===== src/rtl/w_buf_pkg.sv =====
// Shared definitions for the weight-buffer sequencer and the w_buf instance.
// Holds the buffer geometry constants and the sequencer FSM state encoding.
// No ports; imported by w_buf_ctrl_if, w_buf_ctrl and the w_buf instantiation.
package w_buf_pkg;

  localparam int W_DEPTH      = 16;
  localparam int W_ADDR_WIDTH = $clog2(W_DEPTH);
  localparam int W_REP_WIDTH  = 8;

  typedef enum logic [1:0] {
    ST_IDLE  = 2'd0,
    ST_RUN   = 2'd1,
    ST_DRAIN = 2'd2,
    ST_DONE  = 2'd3
  } w_state_e;

endpackage


===== src/rtl/w_buf_ctrl_if.sv =====
// Bundle of the layer-controller command/status and w_buf/PE-array stream signals.
// master: the sequencer side (drives buffer enable/address, valid/last, busy/done).
// slave: the environment side (drives start, config and the downstream ready).
interface w_buf_ctrl_if
  import w_buf_pkg::*;
#(
  parameter int ADDR_WIDTH = W_ADDR_WIDTH,
  parameter int REP_WIDTH  = W_REP_WIDTH
) ();

  // command / configuration from the layer controller
  logic                  start_i;
  logic [ADDR_WIDTH-1:0] base_addr_i;
  logic [ADDR_WIDTH:0]   num_rows_i;
  logic [REP_WIDTH-1:0]  repeat_i;
  // downstream acceptance of the current beat
  logic                  ready_i;
  // buffer read port and stream qualifiers
  logic                  w_buf_en_o;
  logic [ADDR_WIDTH-1:0] w_buf_addr_o;
  logic                  w_valid_o;
  logic                  w_last_o;
  // status back to the layer controller
  logic                  busy_o;
  logic                  done_o;

  modport master (
    input  start_i, base_addr_i, num_rows_i, repeat_i, ready_i,
    output w_buf_en_o, w_buf_addr_o, w_valid_o, w_last_o, busy_o, done_o
  );

  modport slave (
    output start_i, base_addr_i, num_rows_i, repeat_i, ready_i,
    input  w_buf_en_o, w_buf_addr_o, w_valid_o, w_last_o, busy_o, done_o
  );

endinterface


===== src/rtl/w_buf_ctrl.sv =====
// Weight-buffer sequencer: on start, streams num_rows rows from a wrapping
// base address, repeat times, to the PE array with a valid/ready handshake.
// Ports: clk, rst_i (sync, active-high), bus (w_buf_ctrl_if.master: start/config
// in, ready in, w_buf enable/address out, valid/last out, busy/done out).
// Latency: first read one cycle after start, data valid the cycle after that;
// one row per cycle with ready held high. Backpressure: while a beat is stalled
// the buffer keeps being enabled at the stalled beat's address so its data holds.
module w_buf_ctrl
  import w_buf_pkg::*;
#(
  parameter int DEPTH      = W_DEPTH,
  parameter int ADDR_WIDTH = W_ADDR_WIDTH,
  parameter int REP_WIDTH  = W_REP_WIDTH
) (
  input  logic          clk,
  input  logic          rst_i,
  w_buf_ctrl_if.master  bus
);

  localparam logic [ADDR_WIDTH-1:0] LAST_ADDR = ADDR_WIDTH'(DEPTH - 1);
  localparam logic [ADDR_WIDTH-1:0] ADDR_ONE  = ADDR_WIDTH'(1);
  localparam logic [ADDR_WIDTH:0]   ROW_ONE   = (ADDR_WIDTH + 1)'(1);
  localparam logic [REP_WIDTH-1:0]  REP_ONE   = REP_WIDTH'(1);

  w_state_e state, state_nxt;

  // latched configuration
  logic [ADDR_WIDTH-1:0] base_q;
  logic [ADDR_WIDTH:0]   rows_q;
  logic [REP_WIDTH-1:0]  rep_q;
  // walk state
  logic [ADDR_WIDTH-1:0] ptr_q;      // next row to issue
  logic [ADDR_WIDTH-1:0] hold_q;     // address of the beat now on w_valid_o
  logic [ADDR_WIDTH:0]   row_cnt_q;
  logic [REP_WIDTH-1:0]  pass_cnt_q;
  logic                  valid_q;
  logic                  last_q;

  logic stall;
  logic issue;
  logic row_end;
  logic run_end;
  logic zero_cfg;

  assign stall    = valid_q && !bus.ready_i;
  assign issue    = (state == ST_RUN) && !stall;
  assign row_end  = (row_cnt_q == rows_q - ROW_ONE);
  assign run_end  = row_end && (pass_cnt_q == rep_q - REP_ONE);
  assign zero_cfg = (bus.num_rows_i == '0) || (bus.repeat_i == '0);

  // ---------------- FSM: state register ----------------
  always_ff @(posedge clk) begin
    if (rst_i) begin
      state <= ST_IDLE;
    end else begin
      state <= state_nxt;
    end
  end

  // ---------------- FSM: next state ----------------
  always_comb begin
    state_nxt = state;
    case (state)
      ST_IDLE: begin
        if (bus.start_i) begin
          state_nxt = zero_cfg ? ST_DONE : ST_RUN;
        end
      end
      ST_RUN: begin
        if (issue && run_end) begin
          state_nxt = ST_DRAIN;
        end
      end
      ST_DRAIN: begin
        // valid_q is always set here: the final beat waits for its accept
        if (valid_q && bus.ready_i) begin
          state_nxt = ST_DONE;
        end
      end
      ST_DONE: begin
        state_nxt = ST_IDLE;
      end
      default: begin
        state_nxt = ST_IDLE;
      end
    endcase
  end

  // ---------------- FSM: outputs ----------------
  // In RUN the buffer is enabled every cycle: either a fresh issue at the
  // pointer, or a stall re-read of the held beat, because w_buf zeroes its
  // output when its enable drops.
  always_comb begin
    bus.w_buf_en_o   = 1'b0;
    bus.w_buf_addr_o = '0;
    bus.busy_o       = 1'b0;
    bus.done_o       = 1'b0;
    case (state)
      ST_RUN: begin
        bus.w_buf_en_o   = 1'b1;
        bus.w_buf_addr_o = issue ? ptr_q : hold_q;
        bus.busy_o       = 1'b1;
      end
      ST_DRAIN: begin
        bus.w_buf_en_o   = 1'b1;
        bus.w_buf_addr_o = hold_q;
        bus.busy_o       = 1'b1;
      end
      ST_DONE: begin
        bus.done_o = 1'b1;
      end
      default: begin
      end
    endcase
  end

  assign bus.w_valid_o = valid_q;
  assign bus.w_last_o  = last_q;

  // ---------------- config, pointer and counters ----------------
  always_ff @(posedge clk) begin
    if (rst_i) begin
      base_q     <= '0;
      rows_q     <= '0;
      rep_q      <= '0;
      ptr_q      <= '0;
      hold_q     <= '0;
      row_cnt_q  <= '0;
      pass_cnt_q <= '0;
      valid_q    <= 1'b0;
      last_q     <= 1'b0;
    end else begin
      if ((state == ST_IDLE) && bus.start_i) begin
        base_q     <= bus.base_addr_i;
        rows_q     <= bus.num_rows_i;
        rep_q      <= bus.repeat_i;
        ptr_q      <= bus.base_addr_i;
        row_cnt_q  <= '0;
        pass_cnt_q <= '0;
      end

      if (issue) begin
        hold_q <= ptr_q;
        if (row_end) begin
          // next pass restarts at base with no bubble
          ptr_q      <= base_q;
          row_cnt_q  <= '0;
          pass_cnt_q <= pass_cnt_q + REP_ONE;
        end else begin
          ptr_q     <= (ptr_q == LAST_ADDR) ? '0 : ptr_q + ADDR_ONE;
          row_cnt_q <= row_cnt_q + ROW_ONE;
        end
      end

      // valid/last follow the read by one cycle and freeze across a stall
      valid_q <= issue || stall;
      if (issue) begin
        last_q <= row_end;
      end else if (!stall) begin
        last_q <= 1'b0;
      end
    end
  end

endmodule


===== src/flat_wrapper.sv =====
// flat-port wrapper written by rule: the top's interface ports become plain ports
module w_buf_ctrl_flat import w_buf_pkg::*;
#(
  parameter int DEPTH      = W_DEPTH,
  parameter int ADDR_WIDTH = W_ADDR_WIDTH,
  parameter int REP_WIDTH  = W_REP_WIDTH
)
  (clk, rst_i, bus_start_i, bus_base_addr_i, bus_num_rows_i, bus_repeat_i, bus_ready_i, bus_w_buf_en_o, bus_w_buf_addr_o, bus_w_valid_o, bus_w_last_o, bus_busy_o, bus_done_o);
  w_buf_ctrl_if #(.ADDR_WIDTH(ADDR_WIDTH), .REP_WIDTH(REP_WIDTH)) bus_i ();
  input  logic clk;
  input  logic rst_i;
  input wire logic [$bits(bus_i.start_i)-1:0] bus_start_i;
  input wire logic [$bits(bus_i.base_addr_i)-1:0] bus_base_addr_i;
  input wire logic [$bits(bus_i.num_rows_i)-1:0] bus_num_rows_i;
  input wire logic [$bits(bus_i.repeat_i)-1:0] bus_repeat_i;
  input wire logic [$bits(bus_i.ready_i)-1:0] bus_ready_i;
  output wire logic [$bits(bus_i.w_buf_en_o)-1:0] bus_w_buf_en_o;
  output wire logic [$bits(bus_i.w_buf_addr_o)-1:0] bus_w_buf_addr_o;
  output wire logic [$bits(bus_i.w_valid_o)-1:0] bus_w_valid_o;
  output wire logic [$bits(bus_i.w_last_o)-1:0] bus_w_last_o;
  output wire logic [$bits(bus_i.busy_o)-1:0] bus_busy_o;
  output wire logic [$bits(bus_i.done_o)-1:0] bus_done_o;
  assign bus_i.start_i = bus_start_i;
  assign bus_i.base_addr_i = bus_base_addr_i;
  assign bus_i.num_rows_i = bus_num_rows_i;
  assign bus_i.repeat_i = bus_repeat_i;
  assign bus_i.ready_i = bus_ready_i;
  assign bus_w_buf_en_o = bus_i.w_buf_en_o;
  assign bus_w_buf_addr_o = bus_i.w_buf_addr_o;
  assign bus_w_valid_o = bus_i.w_valid_o;
  assign bus_w_last_o = bus_i.w_last_o;
  assign bus_busy_o = bus_i.busy_o;
  assign bus_done_o = bus_i.done_o;
  w_buf_ctrl #(.DEPTH(DEPTH), .ADDR_WIDTH(ADDR_WIDTH), .REP_WIDTH(REP_WIDTH)) u_core (.clk(clk), .rst_i(rst_i), .bus(bus_i));
endmodule

===== config.mk =====
export PLATFORM = sky130hd
export DESIGN_NAME = w_buf_ctrl_flat
export DESIGN_NICKNAME = d
export VERILOG_FILES = /design/src/rtl/w_buf_pkg.sv /design/src/rtl/w_buf_ctrl_if.sv /design/src/rtl/w_buf_ctrl.sv /design/src/flat_wrapper.sv
export SDC_FILE = /design/constraint.sdc
export NUM_CORES = 1
export LEC_CHECK = 0
export ABC_AREA = 1
export BUFFER_PORTS_ARGS = -buffer_cell sky130_fd_sc_hd__buf_2
export CAP_MARGIN = 0
export CORE_ASPECT_RATIO = 0.6
export CORE_MARGIN = 2
export CORE_UTILIZATION = 30
export DETAILED_ROUTE_END_ITERATION = 12
export SYNTH_ARGS = -nofsm -noshare
export SYNTH_HDL_FRONTEND = slang
export SYNTH_SLANG_ARGS = --single-unit

===== constraint.sdc =====
create_clock -name clk -period 3.4 [get_ports clk]
set_input_delay 0.51 -clock clk [delete_from_list [all_inputs] [get_ports clk]]
set_output_delay 0.51 -clock clk [all_outputs]
set_load 0.03 [all_outputs]

==> impl_metrics.yaml <==
status:
  outcome: "completed"
grt:
  grt_max_degree: 33
  grt_pass1_wl_mm: 10.0
  met3_usage_pct: 4.22
  grt_antenna_before_repair: 0
  use_met2_pct: 22.5
  grt_pass1_vias: 2135
  grt_util_all_layers_pct: 14.1
  grt.overflow.total: 0
  grt_busiest_layer: "met2"
  use_met1_pct: 19.2
floorplan:
  die_area_sq_um: 8950
  die_height_um: 74.1
  num_rows: 25
  die_w_um: 121
  start_util_pct: 31.0
  core_area_sq_um: 7910
  ioPinCount: 30
flow_run:
  maxCapViolCount: 0
min_path:
  min_path_cells: 2
  min_to: "u_core.base_q[0]"
  hold_class: "reg -> reg"
  min-delay-start: "u_core.base_q[0]"
placed_design:
  hpwl_mm: 4.44
  gp_congestion: 0.833
  portBuffers: 29
critical_path:
  crit_arrival_ns: 2.28
  r2r_cells: 13
  crit_type: "reg -> out"
  r2r-end: "u_core.state[1]"
  cp_max_fo: 17
  r2r_start: "u_core.rows_q[0]"
  reg2reg_slack_ns: 1.16
  worst_setup_path_start_kind: "flip-flop"
  cp-end-kind: "output pin"
  crit_path_start: "u_core.state[1]"
  required_ns: 2.89
pwr:
  cellPowerDensity_nw_per_um2: 768
  p_int_uw: 1290
  ir_worst_vdd_mv: 0.320
  p_comb_share_pct: 42.8
  seq_power_share_pct: 31.7
  netSwitchingFraction_pct: 41.3
  pwr-share-clk_pct: 25.5
  leakagePower_uw: 0.00126
  netSwitchingPower_uw: 906
clock_network:
  cts_post_setup_buffers_inserted: 0
  clock_path_buffers: 2
  cts.clk_slew.worst_paths_ns: 0.06
  root_buffer: "clkbuf_16"
  htree_levels: 2
  clock-sinks: 42
  cts_buffers: 5
  cts_hold_buf: 0
  insertion_delay_ns: 0.29
  cts_tree: "built"
  cts-resized-gates: 0
synth:
  synth-edff-count: 0
  syn-cell-area_sq_um: 2450
  netlist.area_leader.share_pct: 34.3
  yosys.area.top_type: "dfxtp_1"
  synth_ff_type: "dfxtp_1"
  synthMuxAreaShare_pct: 0
  synth_compound_area_share_pct: 15.8
  synth_xor_area_share_pct: 4.28
  syn_nets: 402
  ys_types: 33
  ys_seq_area_share_pct: 34.3
  ys.warnings.count: 0
  synthCells: 371
  synth_area_leaders: "dfxtp_1 (34%), nand2_1 (14%), a21oi_1 (7.5%)"
  ys_ff_latch: 42
  synthArstFlopShare_pct: 0
  synth-simple-area-share_pct: 31.5
  synthAdderAreaFrac_pct: 5.10
  avgSynthCellArea_sq_um: 6.62
  synth_top_family_by_area: "simple AND/OR/NAND/NOR gates"
timing:
  rsz0062_at_grt: "false"
  fin_skew_ns: 0.00543
  slew-limit-headroom_pct: 56.9
  max_freq_ghz: 0.358
  setup_viol: 0
  final_hold_viol_count: 0
  tns_ns: 0
  fin_crit_sh_pct: 82.1
  fin_crit_ns: 2.79
  tightest_slew_ns: 0.646
  slew_viol_final: 0
  finalHoldWorstSlack_ns: 0.463
detailed_routing:
  num_vias: 2348
  routed_wl_mm: 5.92
  dr.first_iter.drc_count: 137
  avgRoutedWirePerCell_um: 11.7
  dr.pass1.iters: 4
  via_per_inst: 4.66
  ant_nets: 0
  drc: 0
cells_and_area:
  areaGrowthSynthToFinish_pct: 16.2
  postLayoutCoreUtil_pct: 36.0
  antenna_cells: 0
  layout-drive-gt1-share_pct: 14.4
  nets: 427
==> metal layers <==
layer	up-vias	share of wire, %
met5	-	0
met2	43	41
met1	1063	54
met4	0	0.64
li1	1239	-
met3	3	4.5
==> logic make-up after synthesis <==
kind of cell             after synthesis
AO/OA/AOI/OAI                         71
flip-flops                            42
AND/OR/NAND/NOR                      181
buffers and inverters                 55
adder cells (fa/ha/maj)               10
XOR/XNOR                              12
==> placed cells by master, fill, tap and decap left out, types with 3 or more instances in the layout <==
cell | Yosys | final
a21oi_1 | 37 | 37
o21ai_0 | 24 | 24
dfxtp_1 | 42 | 42
xnor2_1 | 3 | 3
o22ai_1 | 4 | 4
ha_1 | 10 | 10
nor2_2 | 4 | 4
nand2_2 | 5 | 5
nand2_1 | 93 | 93
nor2_1 | 38 | 38
inv_2 | 3 | 3
nand3_1 | 31 | 31
inv_1 | 39 | 39
xor2_1 | 9 | 9
clkbuf_16 | 0 | 5
buf_2 | 1 | 29
==> sequential cells by signal (all words and copies together), names as in the netlist <==
| signal | flops |
|---|---|
| u_core.rows_q | 5 |
| u_core.state | 2 |
| u_core.pass_cnt_q | 8 |
| u_core.row_cnt_q | 5 |
| u_core.ptr_q | 4 |
| u_core.hold_q | 4 |
| u_core.bus.w_valid_o | 1 |
| u_core.rep_q | 8 |
| u_core.bus.w_last_o | 1 |
| u_core.base_q | 4 |
==> stage by stage <==
step                      instance area, sq um  cells  setup slack, ns  power, uW
after floorplan                           2450    371             1.13       1430
after CTS                                 2850    504            0.578       2210
after global routing                      2850    504            0.411       2370
after detailed placement                  2680    497            0.882       1640
after global placement                    2680    497            0.952       1620
final                                     2850    504            0.608       2190
==> power groups by stage <==
| stage | sequential, uW | combinational [uW] | clock (uW) |
|---|---|---|---|
| floorplan | 688 | 745 | 0 |
| global placement | 700 | 921 | 0 |
| detailed placement | 705 | 940 | 0 |
| CTS | 694 | 942 | 569 |
| global route | 711 | 1070 | 593 |
| finish | 694 | 938 | 559 |
==> critical path, cell delays in order, from the launching register on <==
cell,delay (ns)
dfxtp_1,0.35
inv_1,0.12
ha_1,0.24
nand2_2,0.23
inv_1,0.31
o21bai_1,0.13
or2_2,0.28
a21oi_1,0.13
buf_2,0.21
==> how the worst max path moves through the flow <==
stage                                      to  slack (ns)  depth (start not counted)
final                     bus_w_buf_addr_o[0]        0.61                          8
after global routing      bus_w_buf_addr_o[0]        0.41                          8
after CTS                 bus_w_buf_addr_o[0]        0.58                          8
after detailed placement  bus_w_buf_addr_o[0]        0.88                          9
after global placement    bus_w_buf_addr_o[0]        0.95                          9
after floorplan           bus_w_buf_addr_o[0]        1.13                          7
==> synth_stat cells (4+ instances only) <==
master,instances
dfxtp_1,42
clkbuf_1,6
nor2_1,38
o21ai_0,24
inv_1,39
ha_1,10
xor2_1,9
nand2_2,5
nand2_1,93
nand3_1,31
a21oi_1,37
o22ai_1,4
nor2_2,4
==> final cells by class <==
class	instances	area, sq um
Clock inverter	1	30.0
Timing Repair Buffer	30	153
Clock buffer	6	139
Multi-Input combinational cell	274	1390
Tap cell	108	135
Fill cell	845	5060
Sequential cell	42	841
Inverter	43	164
Note: power is estimated with default switching activity, not from simulation.
